<file path="src/rtl/mem_stage_ctrl_if.sv">
// Data-memory port bundle between the MEM-stage controller (master) and the
// data memory (slave).
interface mem_stage_ctrl_if;
  logic        dmem_read;
  logic        dmem_write;
  logic [15:0] dmem_address;
  logic [15:0] dmem_wdata;
  logic [1:0]  dmem_byte_enable;
  logic [15:0] dmem_rdata;
  logic        dmem_resp;

  modport master (
    output dmem_read, dmem_write, dmem_address, dmem_wdata, dmem_byte_enable,
    input  dmem_rdata, dmem_resp
  );

  modport slave (
    input  dmem_read, dmem_write, dmem_address, dmem_wdata, dmem_byte_enable,
    output dmem_rdata, dmem_resp
  );
endinterface

</file>
<file path="src/rtl/mem_stage_ctrl.sv">
// LC-3b memory-stage controller: sequences word, byte and indirect accesses
// to data memory and stalls the pipeline while an access is outstanding.
module mem_stage_ctrl (
  input  logic                    clk,
  input  logic                    reset,
  input  logic                    req_valid,
  input  logic                    req_read,
  input  logic                    req_write,
  input  logic                    req_indirect,
  input  logic                    req_byte,
  input  logic [15:0]             req_addr,
  input  logic [15:0]             req_wdata,
  mem_stage_ctrl_if.master        dmem,
  output logic                    mem_stall,
  output logic [15:0]             mdr_out,
  output logic [15:0]             mar_out,
  output logic                    mem_done
);

  typedef enum logic [1:0] {IDLE, IND_RD, ACCESS, DONE} state_t;

  state_t      state_q, state_d;
  logic [15:0] mdr_q, mdr_d;
  logic [15:0] mar_q, mar_d;
  logic [15:0] ptr_q, ptr_d;

  logic        mem_op;
  logic [15:0] ea;
  logic [15:0] rd_data;
  logic [15:0] addr_sel;
  logic [15:0] wdata_sel;
  logic [1:0]  be_sel;
  logic        read_s, write_s, stall_s, done_s;

  always_comb begin
    mem_op    = req_valid & (req_read | req_write);
    ea        = req_indirect ? ptr_q : req_addr;
    rd_data   = req_byte ? {8'h00, (ea[0] ? dmem.dmem_rdata[15:8] : dmem.dmem_rdata[7:0])}
                         : dmem.dmem_rdata;
    addr_sel  = ea;
    be_sel    = 2'b11;
    wdata_sel = req_wdata;
    if (req_byte) begin
      be_sel    = ea[0] ? 2'b10 : 2'b01;
      wdata_sel = {req_wdata[7:0], req_wdata[7:0]};
    end

    state_d = state_q;
    mdr_d   = mdr_q;
    mar_d   = mar_q;
    ptr_d   = ptr_q;
    read_s  = 1'b0;
    write_s = 1'b0;
    stall_s = 1'b0;
    done_s  = 1'b0;

    case (state_q)
      IDLE: begin
        stall_s = mem_op;
        if (mem_op) state_d = req_indirect ? IND_RD : ACCESS;
      end
      IND_RD: begin
        // Pointer fetch is always a full-word read at the instruction's address.
        read_s   = 1'b1;
        stall_s  = 1'b1;
        addr_sel = req_addr;
        be_sel   = 2'b11;
        if (dmem.dmem_resp) begin
          ptr_d   = dmem.dmem_rdata;
          state_d = ACCESS;
        end
      end
      ACCESS: begin
        write_s = req_write;
        read_s  = ~req_write;
        stall_s = 1'b1;
        if (dmem.dmem_resp) begin
          mar_d = ea;
          if (!req_write) mdr_d = rd_data;
          state_d = DONE;
        end
      end
      DONE: begin
        done_s  = 1'b1;
        state_d = IDLE;
      end
      default: state_d = IDLE;
    endcase
  end

  always_ff @(posedge clk) begin
    if (reset) begin
      state_q <= IDLE;
      mdr_q   <= 16'h0000;
      mar_q   <= 16'h0000;
      ptr_q   <= 16'h0000;
    end else begin
      state_q <= state_d;
      mdr_q   <= mdr_d;
      mar_q   <= mar_d;
      ptr_q   <= ptr_d;
    end
  end

  assign dmem.dmem_read        = read_s & ~reset;
  assign dmem.dmem_write       = write_s & ~reset;
  assign dmem.dmem_address     = {addr_sel[15:1], 1'b0};
  assign dmem.dmem_wdata       = wdata_sel;
  assign dmem.dmem_byte_enable = be_sel;
  assign mem_stall             = stall_s & ~reset;
  assign mem_done              = done_s & ~reset;
  assign mdr_out               = mdr_q;
  assign mar_out               = mar_q;

endmodule

</file>
<file path="src/flat_wrapper.sv">
// flat-port wrapper written by rule: the top's interface ports become plain ports
module mem_stage_ctrl_flat 
  (clk, reset, req_valid, req_read, req_write, req_indirect, req_byte, req_addr, req_wdata, mem_stall, mdr_out, mar_out, mem_done, dmem_dmem_read, dmem_dmem_write, dmem_dmem_address, dmem_dmem_wdata, dmem_dmem_byte_enable, dmem_dmem_rdata, dmem_dmem_resp);
  mem_stage_ctrl_if dmem_i ();
  input  logic clk;
  input  logic reset;
  input  logic req_valid;
  input  logic req_read;
  input  logic req_write;
  input  logic req_indirect;
  input  logic req_byte;
  input  logic [15:0] req_addr;
  input  logic [15:0] req_wdata;
  output logic mem_stall;
  output logic [15:0] mdr_out;
  output logic [15:0] mar_out;
  output logic mem_done;
  output wire logic [$bits(dmem_i.dmem_read)-1:0] dmem_dmem_read;
  output wire logic [$bits(dmem_i.dmem_write)-1:0] dmem_dmem_write;
  output wire logic [$bits(dmem_i.dmem_address)-1:0] dmem_dmem_address;
  output wire logic [$bits(dmem_i.dmem_wdata)-1:0] dmem_dmem_wdata;
  output wire logic [$bits(dmem_i.dmem_byte_enable)-1:0] dmem_dmem_byte_enable;
  input wire logic [$bits(dmem_i.dmem_rdata)-1:0] dmem_dmem_rdata;
  input wire logic [$bits(dmem_i.dmem_resp)-1:0] dmem_dmem_resp;
  assign dmem_dmem_read = dmem_i.dmem_read;
  assign dmem_dmem_write = dmem_i.dmem_write;
  assign dmem_dmem_address = dmem_i.dmem_address;
  assign dmem_dmem_wdata = dmem_i.dmem_wdata;
  assign dmem_dmem_byte_enable = dmem_i.dmem_byte_enable;
  assign dmem_i.dmem_rdata = dmem_dmem_rdata;
  assign dmem_i.dmem_resp = dmem_dmem_resp;
  mem_stage_ctrl u_core (.clk(clk), .reset(reset), .req_valid(req_valid), .req_read(req_read), .req_write(req_write), .req_indirect(req_indirect), .req_byte(req_byte), .req_addr(req_addr), .req_wdata(req_wdata), .dmem(dmem_i), .mem_stall(mem_stall), .mdr_out(mdr_out), .mar_out(mar_out), .mem_done(mem_done));
endmodule
</file>
<file path="config.mk">
export PLATFORM = sky130hd
export DESIGN_NAME = mem_stage_ctrl_flat
export DESIGN_NICKNAME = d
export VERILOG_FILES = /design/src/rtl/mem_stage_ctrl_if.sv /design/src/rtl/mem_stage_ctrl.sv /design/src/flat_wrapper.sv
export SDC_FILE = /design/constraint.sdc
export NUM_CORES = 1
export LEC_CHECK = 0
export CAP_MARGIN = 20
export CORE_UTILIZATION = 45
export DETAILED_ROUTE_END_ITERATION = 16
export DONT_BUFFER_PORTS = 1
export SLEW_MARGIN = 20
export SYNTH_ARGS = -nofsm -noshare
export SYNTH_HDL_FRONTEND = slang
export SYNTH_SLANG_ARGS = --single-unit
export TNS_END_PERCENT = 100
</file>
<file path="constraint.sdc">
create_clock -name clk -period 2.7 [get_ports clk]
set_input_delay 0.27 -clock clk [delete_from_list [all_inputs] [get_ports clk]]
set_output_delay 0.27 -clock clk [all_outputs]
set_load 0.005 [all_outputs]
</file>
## Yosys cells after proc, flatten, opt, wreduce, memory -nomap -nowiden

Cells that the tools add are included.

| cells by class | value |
|---|---|
| reductions and logical operators | 6 |
| multiplexer cells | 17 |
| equality and inequality tests | 6 |
| bitwise logic cells | 8 |

Operators with widths:

| kind | count |
|---|---|
| 2-to-1 mux 16 bit | 4 |
| 2-to-1 mux 2 bit | 7 |
| 2-to-1 mux 8 bit | 1 |
| one-hot mux 2 bit (4 select lines) | 1 |
| AND reduction 3 bit | 2 |
| AND 1 bit | 5 |
| == test 2 bit, second input constant | 2 |
| inequality test 2 bit, second input constant | 2 |
| one-hot mux 1 bit (2 select lines) | 2 |
| AND reduction 2 bit | 2 |
| == test 2 x 1 -> 1 bit, second input constant | 1 |
| zero test 2 bit | 1 |
| 2-to-1 mux 1 bit | 2 |
| inequality test 2 x 1 -> 1 bit, second input constant | 1 |
| NOT 1 bit | 2 |
| OR reduction 2 bit | 1 |
| bitwise OR 1 bit | 1 |

| word-level totals | value |
|---|---|
| word-level logic and storage cells | 41 |
| register bits after elaboration | 50 |

## Depth between registers and ports, before layout

| depth | value |
|---|---|
| depth in word-level cells | 4 |
| mapped depth | 7 |
| mapped depth without buffers | 5 |

## Worst setup path after synthesis

No wires, ideal clock.

| path | value |
|---|---|
| kind | register -> output |
| start point | register u_core.state_q[1] |
| end point | output port dmem_dmem_address[10] |
| arrival time | 1396 ps |
| path buffers | 2 |
| setup slack | 1034 ps |
| stages on the path, launching flop included | 7 |
| cells stage by stage | dfxtp_1 inv_1 ha_1 nand2b_1 buf_2 buf_4 mux2_2 |

| between the ends | value |
|---|---|
| word-level cells in the longest chain between the ends | 2 |

Ends and longest elaborated chain:

| what | line | source |
|---|---|---|
| start: declaration | mem_stage_ctrl.sv:22 | `state_t state_q, state_d;` |
| start signal: assignment | mem_stage_ctrl.sv:98 | `state_q <= state_d;` |
| == test 2 x 1 -> 1 bit | mem_stage_ctrl.sv:57 | `case (state_q)` |
| 2-to-1 mux 16 bit | mem_stage_ctrl.sv:57 |  |
| end: declaration | flat_wrapper.sv:20 | `output wire logic [$bits(dmem_i.dmem_address)-1:0] dmem_dmem_address;` |

No other way between the ends.

## Worst setup path after layout

| path | value |
|---|---|
| start point | register u_core.state_q[1] |
| end point | output port dmem_dmem_address[13] |

The elaborated chain is that of the path after synthesis.

==> impl_metrics.toml <==
[clocking]
holdBufCountCts = 0
cts-root-buf = "clkbuf_8"
ctsHtreeMaxLevel = 2
cts_tree = "done"
cts_setup_buffers = 0
cts.sinks = 50
clk_pin_slew_ns = 0.09
cts_resized = 0
clk_latency_ns = 0.31
cts_made_buffers = 5
clock_path_buffers = 2

[routing]
drt_wl_total_mm = 6.13
drt_iter0_drc = 68
drt-wirelength-per-cell_microns = 17.8
postRouteAntennaNets = 0
num_vias = 1955
drcViolationCount = 0
drtPass1Iterations = 4
via_per_inst = 5.68

[synthesis]
yosysMostFrequentCell = "dfxtp_1"
avgSynthCellArea_sq_um = 8.76
synth-seq-area-share = 0.389
synth_ff_type = "dfxtp_1"
synth_top_family_by_area = "multiplexers"
synth_warnings = 0
synth_xor_area_frac = 0
ys_seq_elements = 50
synth_edf_count = 0
synthTopCellsByCount = "dfxtp_1 (50), nand2_1 (42), a21oi_1 (26)"
synth_top_cell_by_area = "dfxtp_1"
synthArstFlopShare = 0
yosys-mux-area-fraction = 0.178
yosys.area_share.simple = 0.159
synth_nets = 355
synth_compound_area_frac = 0.164
yosysUniqueCellTypes = 33
postSynthCellCount = 294
yosys.area.top_type_share = 0.389
synthAdderAreaFrac = 0.0243
yosys-top-cells-area = "dfxtp_1 (39%), mux2_2 (10%), nand2_1 (6.1%)"
synth_area_sq_mm = 0.00258

[global_routing]
grt_usage = 0.206
grt_max_degree = 55
grt_overflow = 0
grt_pass1_vias = 1811
antenna_found_initial = 0
grt_pass1_wl_mm = 9.68

[worst_setup_path]
crit_type = "register to output pin"
critPathCaptureType = "output pin"
worstPathMaxFanout = 15
r2r_end = "u_core.mdr_out[3]$_SDFFE_PP0P_"
worstPathRequired_ns = 2.43
r2r_cells = 5
critPathArrivalTime_ns = 1.78
cp-start-kind = "register"
r2r_setup_slack_ns = 0.80
reg2reg_from = "u_core.state_q[0]$_SDFFE_PP0P_"

[sta]
fin_skew_ns = 0.00908
max_freq_ghz = 0.489
worst_pin_slew_ns = 0.793
maxSlewViolCount = 0
finalCriticalPeriod_ns = 2.05
setup-tns-final_ns = 0
rsz0062_at_grt = "false"
finalHoldViolations = 0
setup_viol = 0
period_share = 0.758
slew_headroom = 0.471

[placed_design]
port_buffers = 0
place_hpwl_mm = 4.43
place_congestion = 0.821
dp_cells = 336

[layout]
final_layout_size_suffix_gt1_frac = 0.136
final_cells = 344
area_delta_synth_final_pct = 0.0485
diodes = 0
fin_nets = 332
post-route-util = 0.468
fillers = 545

[die]
ios = 126
dieArea_sq_mm = 0.00603
start_util = 0.468
die_x_microns = 77.7
die_y_microns = 77.7
rows = 27
core-area_sq_mm = 0.00551

[min_path]
whs_path_depth = 1
hp-class = "input pin to register"
hp-start = "reset"
hold_end = "u_core.mar_out[15]$_SDFFE_PP0P_"

[power_and_ir_drop]
peakVddDrop_mv = 0.281
power_density_mw_per_mm2 = 776
leakage_uw = 0.000888

[run]
max_cap_violations = 0

[run_status]
status = "complete, no violations"
## layer usage
metal | vias up | wire [microns] | global-route usage
li1 | 976 | - | -
met1 | 883 | 2750 | 0.272
met2 | 89 | 2650 | 0.303
met3 | 7 | 645 | 0.0894
met4 | 0 | 86 | 0.0623
met5 | - | 0 | 0
## stage by stage
step / instance area, sq um / total power (uW) / setup WS, ns / hold slack [ns]
2_1_floorplan: 2580 / 1480 / 1.03 / 0.406
3_3_place_gp: 2480 / 1540 / 0.893 / 0.349
3_5_place_dp: 2480 / 1550 / 0.846 / 0.347
4_1_cts: 2580 / 2020 / 0.632 / 0.0152
5_1_grt: 2580 / 2150 / 0.494 / 0.0129
6_report: 2580 / 2000 / 0.653 / 0.0342
## kinds of logic (layout without fill, tap and decap cells)
logic type               count (synthesis)  after routing
AND/OR/NAND/NOR                         95             95
AO/OA/AOI/OAI                           66             66
flip-flops                              50             50
multiplexers                            41             41
buffers and inverters                   36             14
adder cells (fa/ha/maj)                  5              5
other                                    1              1
## worst max-delay path by stage
stage          slack (ns)                             end                      startpoint
2_1_floorplan        1.03           dmem_dmem_address[10]  u_core.state_q[1]$_SDFFE_PP0P_
6_report             0.65           dmem_dmem_address[13]  u_core.state_q[1]$_SDFFE_PP0P_
4_1_cts              0.63           dmem_dmem_address[12]  u_core.state_q[1]$_SDFFE_PP0P_
3_3_place_gp         0.89  u_core.mdr_out[1]$_SDFFE_PP0P_  u_core.state_q[0]$_SDFFE_PP0P_
3_5_place_dp         0.85  u_core.mdr_out[5]$_SDFFE_PP0P_  u_core.state_q[0]$_SDFFE_PP0P_
5_1_grt              0.49           dmem_dmem_address[12]  u_core.state_q[1]$_SDFFE_PP0P_
## cells in the final DEF, fill, tap and decap left out, types with 2 or more instances in the layout
master / instances
a211oi_1: 19
o21ai_0: 8
nand2_1: 42
a311oi_1: 8
nand3_1: 16
mux2i_1: 15
clkinv_4: 2
nor2_1: 25
dfxtp_1: 50
or3_1: 2
nor2b_1: 3
and2_1: 2
inv_1: 4
buf_4: 2
ha_1: 5
mux2_2: 24
clkbuf_8: 6
a21oi_1: 26
## critical path: stages (launching register included)
cell	delay [ns]
dfxtp_1	0.35
inv_1	0.11
ha_1	0.27
nand2b_1	0.14
buf_4	0.22
mux2_2	0.38
## power by group
group | switching, uW | internal (uW)
registers | 92.8 | 854
clock network | 261 | 211
logic | 318 | 262
total | 672 | 1330
## registers in the layout, indices dropped and copies added, names as in the netlist
signal / flops
u_core.mar_out: 16
u_core.mdr_out: 16
u_core.ptr_q: 16
u_core.state_q: 2
## area by class of cell
class,count,area (sq um),area share
Multi-Input combinational cell,208,1360,0.526
Sequential cell,50,1000,0.388
Tap cell,72,90.1,0.0350
Clock buffer,6,82.6,0.0320
Clock inverter,2,17.5,0.00680
Timing Repair Buffer,2,15.0,0.00583
Inverter,4,15.0,0.00583
Power figures use the tool's default switching activity.
